File: config.mk
export PLATFORM = sky130hd
export DESIGN_NAME = tdm_demux8
export DESIGN_NICKNAME = d
export VERILOG_FILES = /design/src/rtl/tdm_demux8.sv
export SDC_FILE = /design/constraint.sdc
export NUM_CORES = 1
export LEC_CHECK = 0
export BUFFER_PORTS_ARGS = -buffer_cell sky130_fd_sc_hd__buf_2
export CORE_UTILIZATION = 57
export CTS_BUF_LIST = sky130_fd_sc_hd__clkbuf_4 sky130_fd_sc_hd__clkbuf_8
export CTS_CLUSTER_SIZE = 24
export DETAILED_ROUTE_END_ITERATION = 12
export GPL_ROUTABILITY_DRIVEN = 0
export PLACE_DENSITY = 0.77
export SLEW_MARGIN = 20
export SYNTH_ARGS = -nofsm -noshare
export SYNTH_HDL_FRONTEND = slang
export SYNTH_SLANG_ARGS = --single-unit
export TNS_END_PERCENT = 100
File: constraint.sdc
create_clock -name clk -period 3 [get_ports clk]
set_input_delay 0.45 -clock clk [delete_from_list [all_inputs] [get_ports clk]]
set_output_delay 0.45 -clock clk [all_outputs]
set_load 0.05 [all_outputs]
File: src/rtl/tdm_demux8.sv
// Eight-slot TDM demultiplexer: hunts for frame_sync, stages slots 0..7, then
// publishes a whole frame to D0..D7 with a one-cycle frame_done pulse.
module tdm_demux8 #(
  parameter int WIDTH = 1
) (
  input  logic             clk,
  input  logic             rst,
  input  logic [WIDTH-1:0] din,
  input  logic             din_valid,
  input  logic             frame_sync,
  output logic [WIDTH-1:0] D0,
  output logic [WIDTH-1:0] D1,
  output logic [WIDTH-1:0] D2,
  output logic [WIDTH-1:0] D3,
  output logic [WIDTH-1:0] D4,
  output logic [WIDTH-1:0] D5,
  output logic [WIDTH-1:0] D6,
  output logic [WIDTH-1:0] D7,
  output logic             frame_done,
  output logic [2:0]       sel,
  output logic             locked,
  output logic             sync_error
);

  typedef enum logic {HUNT = 1'b0, RECV = 1'b1} state_t;

  state_t           state_q, state_d;
  logic [2:0]       sel_q, sel_d;
  logic [WIDTH-1:0] stage_q [8];
  logic [WIDTH-1:0] stage_d [8];
  logic [WIDTH-1:0] d_q [8];
  logic [WIDTH-1:0] d_d [8];
  logic             frame_done_q, frame_done_d;
  logic             sync_error_q, sync_error_d;

  always_ff @(posedge clk) begin
    if (rst) begin
      state_q      <= HUNT;
      sel_q        <= 3'd0;
      stage_q      <= '{default: '0};
      d_q          <= '{default: '0};
      frame_done_q <= 1'b0;
      sync_error_q <= 1'b0;
    end else begin
      state_q      <= state_d;
      sel_q        <= sel_d;
      stage_q      <= stage_d;
      d_q          <= d_d;
      frame_done_q <= frame_done_d;
      sync_error_q <= sync_error_d;
    end
  end

  // Beats without din_valid fall through the defaults and change nothing.
  always_comb begin
    state_d      = state_q;
    sel_d        = sel_q;
    stage_d      = stage_q;
    d_d          = d_q;
    frame_done_d = 1'b0;
    sync_error_d = 1'b0;
    if (din_valid) begin
      unique case (state_q)
        HUNT: begin
          if (frame_sync) begin
            stage_d[0] = din;
            sel_d      = 3'd1;
            state_d    = RECV;
          end
        end
        RECV: begin
          if (sel_q == 3'd0) begin
            if (frame_sync) begin
              stage_d[0] = din;
              sel_d      = 3'd1;
            end else begin
              sync_error_d = 1'b1;
              state_d      = HUNT;
            end
          end else if (frame_sync) begin
            // Early sync: abandon the partial frame and restart at slot 0.
            sync_error_d = 1'b1;
            stage_d[0]   = din;
            sel_d        = 3'd1;
          end else begin
            stage_d[sel_q] = din;
            sel_d          = sel_q + 3'd1;
            if (sel_q == 3'd7) begin
              d_d          = stage_d;
              frame_done_d = 1'b1;
            end
          end
        end
        default: state_d = HUNT;
      endcase
    end
  end

  assign D0         = d_q[0];
  assign D1         = d_q[1];
  assign D2         = d_q[2];
  assign D3         = d_q[3];
  assign D4         = d_q[4];
  assign D5         = d_q[5];
  assign D6         = d_q[6];
  assign D7         = d_q[7];
  assign frame_done = frame_done_q;
  assign sync_error = sync_error_q;
  assign sel        = sel_q;
  assign locked     = (state_q == RECV);

endmodule

After elaboration in Yosys (flattened, before gate mapping)
Cells that the tools add are included.
- add/subtract/negate cells: 1
- $lt $le $gt $ge: 2
- equality and inequality tests: 1
- multiplexer cells: 17
- bitwise operators: 5
- reduce and logical (&&, ||, !) cells: 6
- operators with widths (operator ; count):
    $mux 1 ; 9
    $mux 3 ; 3
    $bwmux 8 ; 1
    $pmux 3 s2 ; 1
    $reduce_and 5->1 ; 1
    $reduce_or 5->1 ; 1
    $ge 4x4->1 const B ; 1
    $lt 4x1->1 const B ; 1
    $not 1->1 ; 4
    $not 3->4 ; 1
    $pmux 1 s2 ; 2
    $reduce_and 4->1 ; 1
    $add 3x1->3 const B ; 1
    $demux 1 s3 ; 1
    $eq 3x3->1 const B ; 1
    $logic_not 3->1 ; 1
    $reduce_or 3->1 ; 1
    $logic_and 1x1->1 ; 1
- flip-flop bits (word level): 22
- input port bits: 5
- output and inout bits: 14
- logic and storage cells: 52

Longest topological paths before layout
Gate-level depths: netlist of the first run.
- word-level depth: 9
- gate-level depth with buffers: 10

Least setup slack after synthesis of the first run
OpenSTA, ideal clock, no wires.
- path type: register -> register
- start point: register sel_q[0], in the netlist sel[0]
- end point: register d_q (netlist bit D0)
- library setup time: 86 ps
- arrival: 2366 ps
- path slack: 549 ps
- stages on the path, launching flop included: 11
- clock period less this slack: 2451 ps
- path through: dfxtp_1 > clkbuf_1 > inv_1 > ha_1 > nand2b_1 > ha_1 > and4_1 > clkbuf_2 > buf_2 > nor2_1 > a211oi_1
- longest elaborated chain between the ends: 6
- elaborated cells on any way between the ends: 11
- ends and longest elaborated chain (element ; RTL line ; source):
    start, declared ; 28 ; logic [2:0] sel_q, sel_d;
    start signal, assigned ; 46 ; sel_q <= sel_d;
    $not 3->4 (not written as such) ; 86 ; stage_d[sel_q] = din;
    $ge 4x4->1 (not written as such) / $lt 4x1->1 (equally long branches) ; 86 ;
    $logic_and 1x1->1 (not written as such) ; 86 ;
    $mux 1 (not written as such) ; 86 ;
    $demux 1 s3 ; 86 ;
    $bwmux 8 ; 86 ;
    end signal, assigned ; 41 ; d_q <= '{default: '0};
    end signal, assigned ; 48 ; d_q <= d_d;
    end, declared ; 31 ; logic [WIDTH-1:0] d_q [8];
Parallel ways exist; a longest one is shown, timed or not.
A chain may end at the register's enable or synchronous reset.

Worst setup path in the final report of the first run
- start point: register sel_q[0], in the netlist sel[0]
- end point: register d_q (netlist bit D1)
The elaborated chain is that of the path after synthesis.

==> impl_metrics.tcl, run 1 <==
set metrics [dict create \
    min_period_ns 2.29 \
    slowest_stage "dfxtp_1" \
    p_int_mw 0.389 \
    fin_total_pwr_mw 0.517 \
    p_leak_nw 0.560 \
    p_comb_share_pct 10.3 \
    placedInstanceArea_um2 1210 \
    place.detailed.hpwl_um 1510 \
    pin_count 19 \
    whs_endpoint "stage_q[0]" \
    syn2layout_area_growth_pct 10.3 \
    wl_per_cell_um 13.4 \
    netlist_instances 124 \
    avgSynthCellArea_um2 9.10 \
    drc_errors 0 \
    cts_buffers 3 \
    crit_top_cell "ha_1" \
    ys_top_cells_by_area "dfxtp_1 39%, mux2i_1 13%, ha_1 5.5%, a211oi_1 5.3%, nand2b_1 5.0%" \
    r2r-start "sel[0]" \
    max_freq_mhz 437 \
    clk_latency_ns 0.30 \
    largest_reg_flops 8 \
    dr.pass1.iters 4 \
    drt_iter0_markers 26 \
    cts_tree "done" \
    die_h_um 46.5 \
    rows 15 \
    postLayoutSetupSlackWorst_ns 0.712 \
    antenna_found_initial 0 \
    path_class "register to register" \
    setup_viol 0 \
    netlist_area_um2 1130 \
    dieArea_um2 2160 \
    cts-root-buf "clkbuf_4" \
    cts_setup_buffers 0 \
    arrival_ns 2.51 \
    worstRegToRegCells 7 \
    yosysWarnings 0 \
    clock-sinks 22 \
    worstMarginPinSlew_ns 0.567 \
    yosysTopAreaCell "dfxtp_1" \
    hold_path.class "register to register" \
    nets 147 \
    r2r-end "D1" \
    min_path_cells 2 \
    yosys.cell_types.count 29 \
    vias_per_cell 5.61 \
    ctsLongestPathBuffers 2 \
    overflow 0 \
    ctsHoldBuffers 0 \
    drv_slew 0 \
    diodes 0 \
    slowest_delay_ns 0.70 \
    drt_wl_total_um 2150 \
    max_flop_register "stage_q" \
    ctsResizeCount 0 \
    startpoint "sel[0]" \
    rrSetupSlack_ns 0.71 \
    grt_start_max_net_pins 23 \
    yosys_register_bits 22 \
    finalCritPeriodShare_pct 76.3 \
    setup-tns-final_ns 0 \
    rsz0062_at_grt "no" \
    worst_hold_slack_ns 0.485 \
    vdd_drop_max_mv 0.340 \
    cp_cell_sequence "inv_1 -> ha_1 -> nand2b_1 -> ha_1 -> and4_1 -> nor2_1 -> a211oi_1" \
    ys_seq_area_share_pct 39.0 \
    relSlewSlack_pct 62.1 \
    pre_cts_slack_ns 0.762 \
    p_sw_share_pct 24.8 \
    maxCapViolations 0 \
    status "finished clean" \
    grt_usage_pct 22.5 \
    fin_area_um2 1240 \
    port-buffer-count 18 \
    p_per_area_nw_per_um2 416 \
    htree_levels 1 \
    hp-start "stage_q[0]" \
    end_kind "register" \
    crit_fanout 19 \
    grt_pass1_vias 793 \
    drive_gt1_share_pct 17.6 \
    final-hold-violation-count 0 \
    die_width_um 46.5 \
    worstPathRequired_ns 3.22 \
    ant_nets 0 \
    clkPwrFrac_pct 30.8 \
    start_util_pct 63.3 \
    startpoint_type "register" \
    path_clk_slew_ns 0.12 \
    grt_pass1_wl_um 3510 \
    skew_ns 0.00236 \
    coreArea_um2 1780 \
    syn-num-nets 134 \
    pwr-share-seq_pct 58.9 \
    synth_top_area_share_pct 39.0 \
    p_switching_mw 0.129 \
    via_count 904 \
]
[cell usage in the layout, fill, tap and decap left out, types with 5 or more instances in the layout]
cell | netlist | layout
dfxtp_1 | 22 | 22
nand2b_1 | 9 | 9
a211oi_1 | 8 | 8
nand3_1 | 6 | 6
mux2i_1 | 15 | 15
buf_2 | 2 | 18
ha_1 | 5 | 5
nand2_1 | 7 | 7
nor2_1 | 10 | 10
[cells in the mapped netlist]
| cell | number |
|---|---|
| a211oi_1 | 8 |
| a21boi_0 | 1 |
| a21oi_1 | 3 |
| a221oi_1 | 1 |
| a311oi_1 | 1 |
| and3b_1 | 1 |
| and4_1 | 2 |
| and4b_1 | 1 |
| buf_2 | 2 |
| clkbuf_1 | 7 |
| clkbuf_2 | 1 |
| dfxtp_1 | 22 |
| ha_1 | 5 |
| inv_1 | 4 |
| mux2i_1 | 15 |
| nand2_1 | 7 |
| nand2b_1 | 9 |
| nand3_1 | 6 |
| nand3b_1 | 3 |
| nand4_1 | 1 |
| nor2_1 | 10 |
| nor2b_1 | 3 |
| nor3_1 | 2 |
| nor3b_1 | 4 |
| o2111ai_2 | 1 |
| o21ai_0 | 1 |
| o221a_2 | 1 |
| or3_1 | 1 |
| or4_1 | 1 |
[worst max-delay path: cells and delay by family (launching register included)]
family | cells | cell delay (ns)
flip-flops | 1 | 0.70
adder cells (fa/ha/maj) | 2 | 0.45
AND/OR/NAND/NOR | 3 | 0.73
AO/OA/AOI/OAI | 1 | 0.22
buffers and inverters | 1 | 0.10
[power groups by stage]
| stage | Combinational [mW] | Sequential [mW] | Clock (mW) |
|---|---|---|---|
| after floorplan | 0.0340 | 0.316 | 0 |
| after global placement | 0.0507 | 0.310 | 0 |
| after detailed placement | 0.0521 | 0.311 | 0 |
| after CTS | 0.0529 | 0.305 | 0.164 |
| after global routing | 0.0584 | 0.306 | 0.177 |
| final | 0.0532 | 0.305 | 0.159 |
[worst max path at each step]
stage | to | slack, ns
after detailed placement | D1 | 0.76
after floorplan | D0 | 0.55
after global routing | D3 | 0.49
final | D1 | 0.71
after CTS | D1 | 0.72
after global placement | D1 | 0.92
[final cells by class]
| type | count | area (um2) |
|---|---|---|
| multi-input cells | 88 | 632 |
| inverters | 4 | 15.0 |
| fillers | 149 | 538 |
| well taps | 25 | 31.3 |
| flip-flops and latches | 22 | 440 |
| clock buffers | 4 | 36.3 |
| repair buffers | 18 | 90.1 |
[cell families after synthesis]
family | Yosys count | share of synthesized area, %
buf+inv | 14 | 4.99
flops | 22 | 39.0
mux | 15 | 13.3
simple gates | 51 | 25.5
fa+ha+maj | 5 | 5.54
compound gates | 17 | 11.6
[through the flow]
stage	instances	utilization, %
2_1_floorplan	124	-
3_3_place_gp	157	67.8
3_5_place_dp	157	67.8
4_1_cts	161	69.8
5_1_grt	161	69.8
6_report	161	69.8
[routing by layer]
| metal | vias to the layer above | share of wire [%] | routed length [um] | global-route usage (%) |
|---|---|---|---|---|
| met5 | - | 0 | 0 | 0 |
| met4 | 0 | 0.65 | 14 | 7.65 |
| met3 | 2 | 4.0 | 86 | 3.53 |
| met2 | 22 | 46 | 988 | 35.6 |
| met1 | 411 | 49 | 1060 | 30.7 |
| li1 | 469 | - | - | - |
Power figures use the tool's default switching activity.
==> run 2, diff against run 1 <==
==> constraint.sdc (replaced) <==
create_clock -name clk -period 2.4 [get_ports clk]
set_input_delay 0.36 -clock clk [delete_from_list [all_inputs] [get_ports clk]]
set_output_delay 0.36 -clock clk [all_outputs]
set_load 0.05 [all_outputs]
==> impl_metrics.tcl, run 2 (synthesized netlist as in run 1, its figures left out) <==
set metrics [dict create \
    status "finished clean" \
    clk_latency_ns 0.30 \
    cp_cell_sequence "inv_1 -> ha_1 -> nand2b_1 -> ha_1 -> and4_2 -> nor2_1 -> a211oi_1" \
    end_kind "register" \
    fill_cells 156 \
    pin_count 19 \
    path_class "register to register" \
    hp-start "din_valid" \
    placedInstanceArea_um2 1210 \
    drt_iter0_markers 17 \
    ctsHoldBuffers 0 \
    grt_pass1_vias 815 \
    arrival_ns 2.26 \
    clock-sinks 22 \
    p_leak_nw 0.560 \
    start_util_pct 63.3 \
    drt_wl_total_um 2130 \
    crit_top_cell "ha_1" \
    die_width_um 46.5 \
    min_path_cells 2 \
    diodes 0 \
    cp_num_cells 7 \
    dr.pass1.iters 4 \
    clkPwrFrac_pct 31.3 \
    largest_reg_flops 8 \
    p_comb_share_pct 10.0 \
    pwr-share-seq_pct 58.7 \
    port-buffer-count 18 \
    skew_ns 0.00160 \
    worstMarginPinSlew_ns 0.547 \
    mostFrequentLayoutCells "21 x dfxtp_1, 18 x buf_2, 15 x mux2i_1" \
    drive_gt1_share_pct 19.1 \
    p_sw_share_pct 25.2 \
    cp_top_family "simple AND/OR/NAND/NOR gates" \
    fin_total_pwr_mw 0.651 \
    slowest_delay_ns 0.58 \
    fin_area_um2 1250 \
    crit_buf_inv 1 \
    startpoint_type "register" \
    worstRegToRegCells 7 \
    htree_levels 1 \
    setup-tns-final_ns 0 \
    drv_slew 0 \
    p_switching_mw 0.164 \
    p_int_mw 0.486 \
    final-hold-violation-count 0 \
    grt_start_max_net_pins 23 \
    worstPathRequired_ns 2.63 \
    slowest_stage "dfxtp_1" \
    grt_pass1_wl_um 3510 \
    dieArea_um2 2160 \
    p_per_area_nw_per_um2 521 \
    ant_nets 0 \
    coreArea_um2 1780 \
    vias_per_cell 5.70 \
    path_clk_slew_ns 0.12 \
    maxCapViolations 0 \
    cts_buffers 3 \
    nets 147 \
    via_count 917 \
    grt_usage_pct 22.8 \
    r2r-end "D3" \
    wl_per_cell_um 13.2 \
    die_h_um 46.5 \
    relSlewSlack_pct 63.5 \
    rows 15 \
    finalCritPeriodShare_pct 84.9 \
    cts-root-buf "clkbuf_4" \
    worst_hold_slack_ns 0.401 \
    setup_viol 0 \
    r2r-start "sel[1]" \
    crit_fanout 16 \
    rsz0062_at_grt "no" \
    antenna_found_initial 0 \
    max_flop_register "stage_q" \
    min_period_ns 2.04 \
    syn2layout_area_growth_pct 10.5 \
    ctsLongestPathBuffers 2 \
    drc_errors 0 \
    final_common_cell "dfxtp_1" \
    rrSetupSlack_ns 0.36 \
    overflow 0 \
    max_freq_mhz 491 \
    place.detailed.hpwl_um 1550 \
    vdd_drop_max_mv 0.403 \
    whs_endpoint "locked" \
    cts_tree "done" \
    hold_path.class "input pin to register" \
]
-- run 2: cell counts in the layout (fill, tap and decap cells not counted) --
No cell type changed its count.
-- run 2: area by class of cell --
class / instances / area, um2 / area share, %
Clock buffer: 4 / 36.3 / 2.91
Multi-Input combinational cell: 88 / 633 / 50.8
Sequential cell: 22 / 442 / 35.4
Tap cell: 25 / 31.3 / 2.51
Inverter: 4 / 15.0 / 1.20
Timing Repair Buffer: 18 / 90.1 / 7.22
-- run 2: timing repair --
item,CTS,global route
setup buffers,0,0
setup endpoints to repair,0,2
resized for setup,0,1
-- run 2: worst max-delay path by stage --
stage | startpoint | to | slack (ns)
final | sel[1] | D3 | 0.36
after global routing | sel[1] | D5 | 0.12
after CTS | sel[1] | D3 | 0.25
after detailed placement | sel[1] | D3 | 0.28
after global placement | sel[1] | D1 | 0.45
after floorplan | sel[1] | D0 | 0.11
-- run 2: metrics by stage --
stage | utilization, % | cells | worst slack [ns]
2_1_floorplan | - | 124 | 0.108
3_3_place_gp | 67.9 | 157 | 0.447
3_5_place_dp | 67.9 | 157 | 0.280
4_1_cts | 69.9 | 161 | 0.248
5_1_grt | 70.0 | 161 | 0.118
6_report | 70.0 | 161 | 0.363
-- run 2: metal layers --
metal  up-vias  routed length, um  track usage, %  share of wire [%]
li1        467                  -               -                  -
met1       419               1080            30.2                 51
met2        29                931            36.7                 44
met3         2                102            3.92                4.8
met4         0                 16            8.24               0.75
met5         -                  0               0                  0
-- run 2: power groups by stage --
stage / combinational (mW) / clock, mW / sequential [mW]
global route: 0.0718 / 0.219 / 0.383
floorplan: 0.0425 / 0 / 0.395
detailed placement: 0.0646 / 0 / 0.389
finish: 0.0652 / 0.204 / 0.382
CTS: 0.0649 / 0.206 / 0.381
global placement: 0.0635 / 0 / 0.389
==> run 3, diff against run 2 <==
==> constraint.sdc (replaced) <==
create_clock -name clk -period 2 [get_ports clk]
set_input_delay 0.3 -clock clk [delete_from_list [all_inputs] [get_ports clk]]
set_output_delay 0.3 -clock clk [all_outputs]
set_load 0.05 [all_outputs]
==> impl_metrics.tcl, run 3 (synthesized netlist as in run 1, its figures left out) <==
set metrics [dict create \
    maxCapViolations 0 \
    syn2layout_area_growth_pct 12.3 \
    diodes 0 \
    start_util_pct 63.3 \
    cts_buffers 3 \
    coreArea_um2 1780 \
    port-buffer-count 18 \
    skew_ns 0.00824 \
    ant_nets 0 \
    drv_slew 0 \
    path_clk_slew_ns 0.11 \
    whs_endpoint "locked" \
    dieArea_um2 2160 \
    hp-start "din_valid" \
    via_count 898 \
    arrival_ns 2.06 \
    vias_per_cell 5.51 \
    crit_top_cell "ha_1" \
    dr.pass1.iters 4 \
    final-hold-violation-count 0 \
    setup_viol 0 \
    fin_total_pwr_mw 0.771 \
    dp.cells 159 \
    vdd_drop_max_mv 0.469 \
    slowest_stage "dfxtp_4" \
    wl_per_cell_um 12.8 \
    grt_pass1_wl_um 3530 \
    antenna_found_initial 0 \
    cts_setup_buffers 0 \
    grt_start_max_net_pins 23 \
    hold_path.class "input pin to register" \
    end_kind "register" \
    cts-root-buf "clkbuf_4" \
    crit_buf_inv 2 \
    worstMarginPinSlew_ns 0.345 \
    min_path_cells 2 \
    grt_usage_pct 23.1 \
    nets 149 \
    ctsResizeCount 0 \
    r2r-end "D3" \
    drt_iter0_markers 23 \
    cts_tree "done" \
    largest_reg_flops 8 \
    setup-tns-final_ns 0 \
    grt_pass1_vias 815 \
    place.detailed.hpwl_um 1550 \
    die_h_um 46.5 \
    die_width_um 46.5 \
    cp_top_family "flip-flops" \
    drc_errors 0 \
    rows 15 \
    min_period_ns 1.84 \
    clock-sinks 22 \
    startpoint_type "register" \
    ctsHoldBuffers 0 \
    fill_cells 150 \
    rsz0062_at_grt "no" \
    mostFrequentLayoutCells "20 x dfxtp_1, 18 x buf_2, 15 x mux2i_1" \
    relSlewSlack_pct 77.0 \
    rrSetupSlack_ns 0.16 \
    fin_cells 163 \
    cp_cell_sequence "inv_1 -> ha_1 -> nand2b_1 -> ha_1 -> and4_1 -> buf_4 -> nor2_1 -> a211oi_1" \
    max_flop_register "stage_q" \
    finalCritPeriodShare_pct 92.0 \
    p_leak_nw 0.572 \
    fin_util_pct 71.1 \
    worst_hold_slack_ns 0.327 \
    worstPathRequired_ns 2.22 \
    htree_levels 1 \
    max_freq_mhz 544 \
    crit_fanout 19 \
    p_per_area_nw_per_um2 608 \
    drive_gt1_share_pct 20.3 \
    r2r-start "sel[0]" \
    final_common_cell "dfxtp_1" \
    pin_count 19 \
    slowest_delay_ns 0.47 \
    clk_latency_ns 0.30 \
    status "finished clean" \
    path_class "register to register" \
    overflow 0 \
    drt_wl_total_um 2090 \
    ctsLongestPathBuffers 2 \
    worstRegToRegCells 8 \
]
## run 3: cell count changes in the layout (fill, tap and decap cells not counted)
| cell | change |
|---|---|
| buf_4 | +2 |
| and4_2 | -1 |
| dfxtp_1 | -1 |
| and4_1 | +1 |
| dfxtp_2 | -1 |
| dfxtp_4 | +2 |
## run 3: through the flow
step | cell area (um2) | setup slack, ns
after floorplan | 1150 | 0.0197
after global placement | 1230 | 0.301
after detailed placement | 1230 | 0.196
after CTS | 1270 | 0.161
after global routing | 1270 | 0.0158
final | 1270 | 0.161
## run 3: worst max path at each step
stage	depth (start not counted)	end	slack, ns	startpoint
after floorplan	10	D0	0.02	sel[0]
after global placement	8	D1	0.30	sel[0]
after detailed placement	8	D3	0.20	sel[0]
after CTS	8	D3	0.16	sel[0]
after global routing	8	D4	0.02	sel[0]
final	8	D3	0.16	sel[0]
## run 3: cell type report
class                      instances  area (um2)  area share [%]
multi-input combinational         88         632            49.9
sequential                        22         448            35.3
timing repair buffer              20         105            8.29
clock buffer                       4        36.3            2.86
tap                               25        31.3            2.47
inverter                           4        15.0            1.18
## run 3: power by group
group          internal (mW)  total (mW)  switching, mW  leakage, nW
clock network          0.111       0.237          0.126       0.0210
registers              0.443       0.455         0.0123        0.179
logic                 0.0282      0.0789         0.0507        0.372
## run 3: metal layers
metal,vias to the layer above,GRT usage [%],routed length [um]
met3,2,7.06,97
met4,0,5.29,14
met2,26,35.0,929
met5,-,0,0
li1,472,-,-
met1,398,31.9,1050
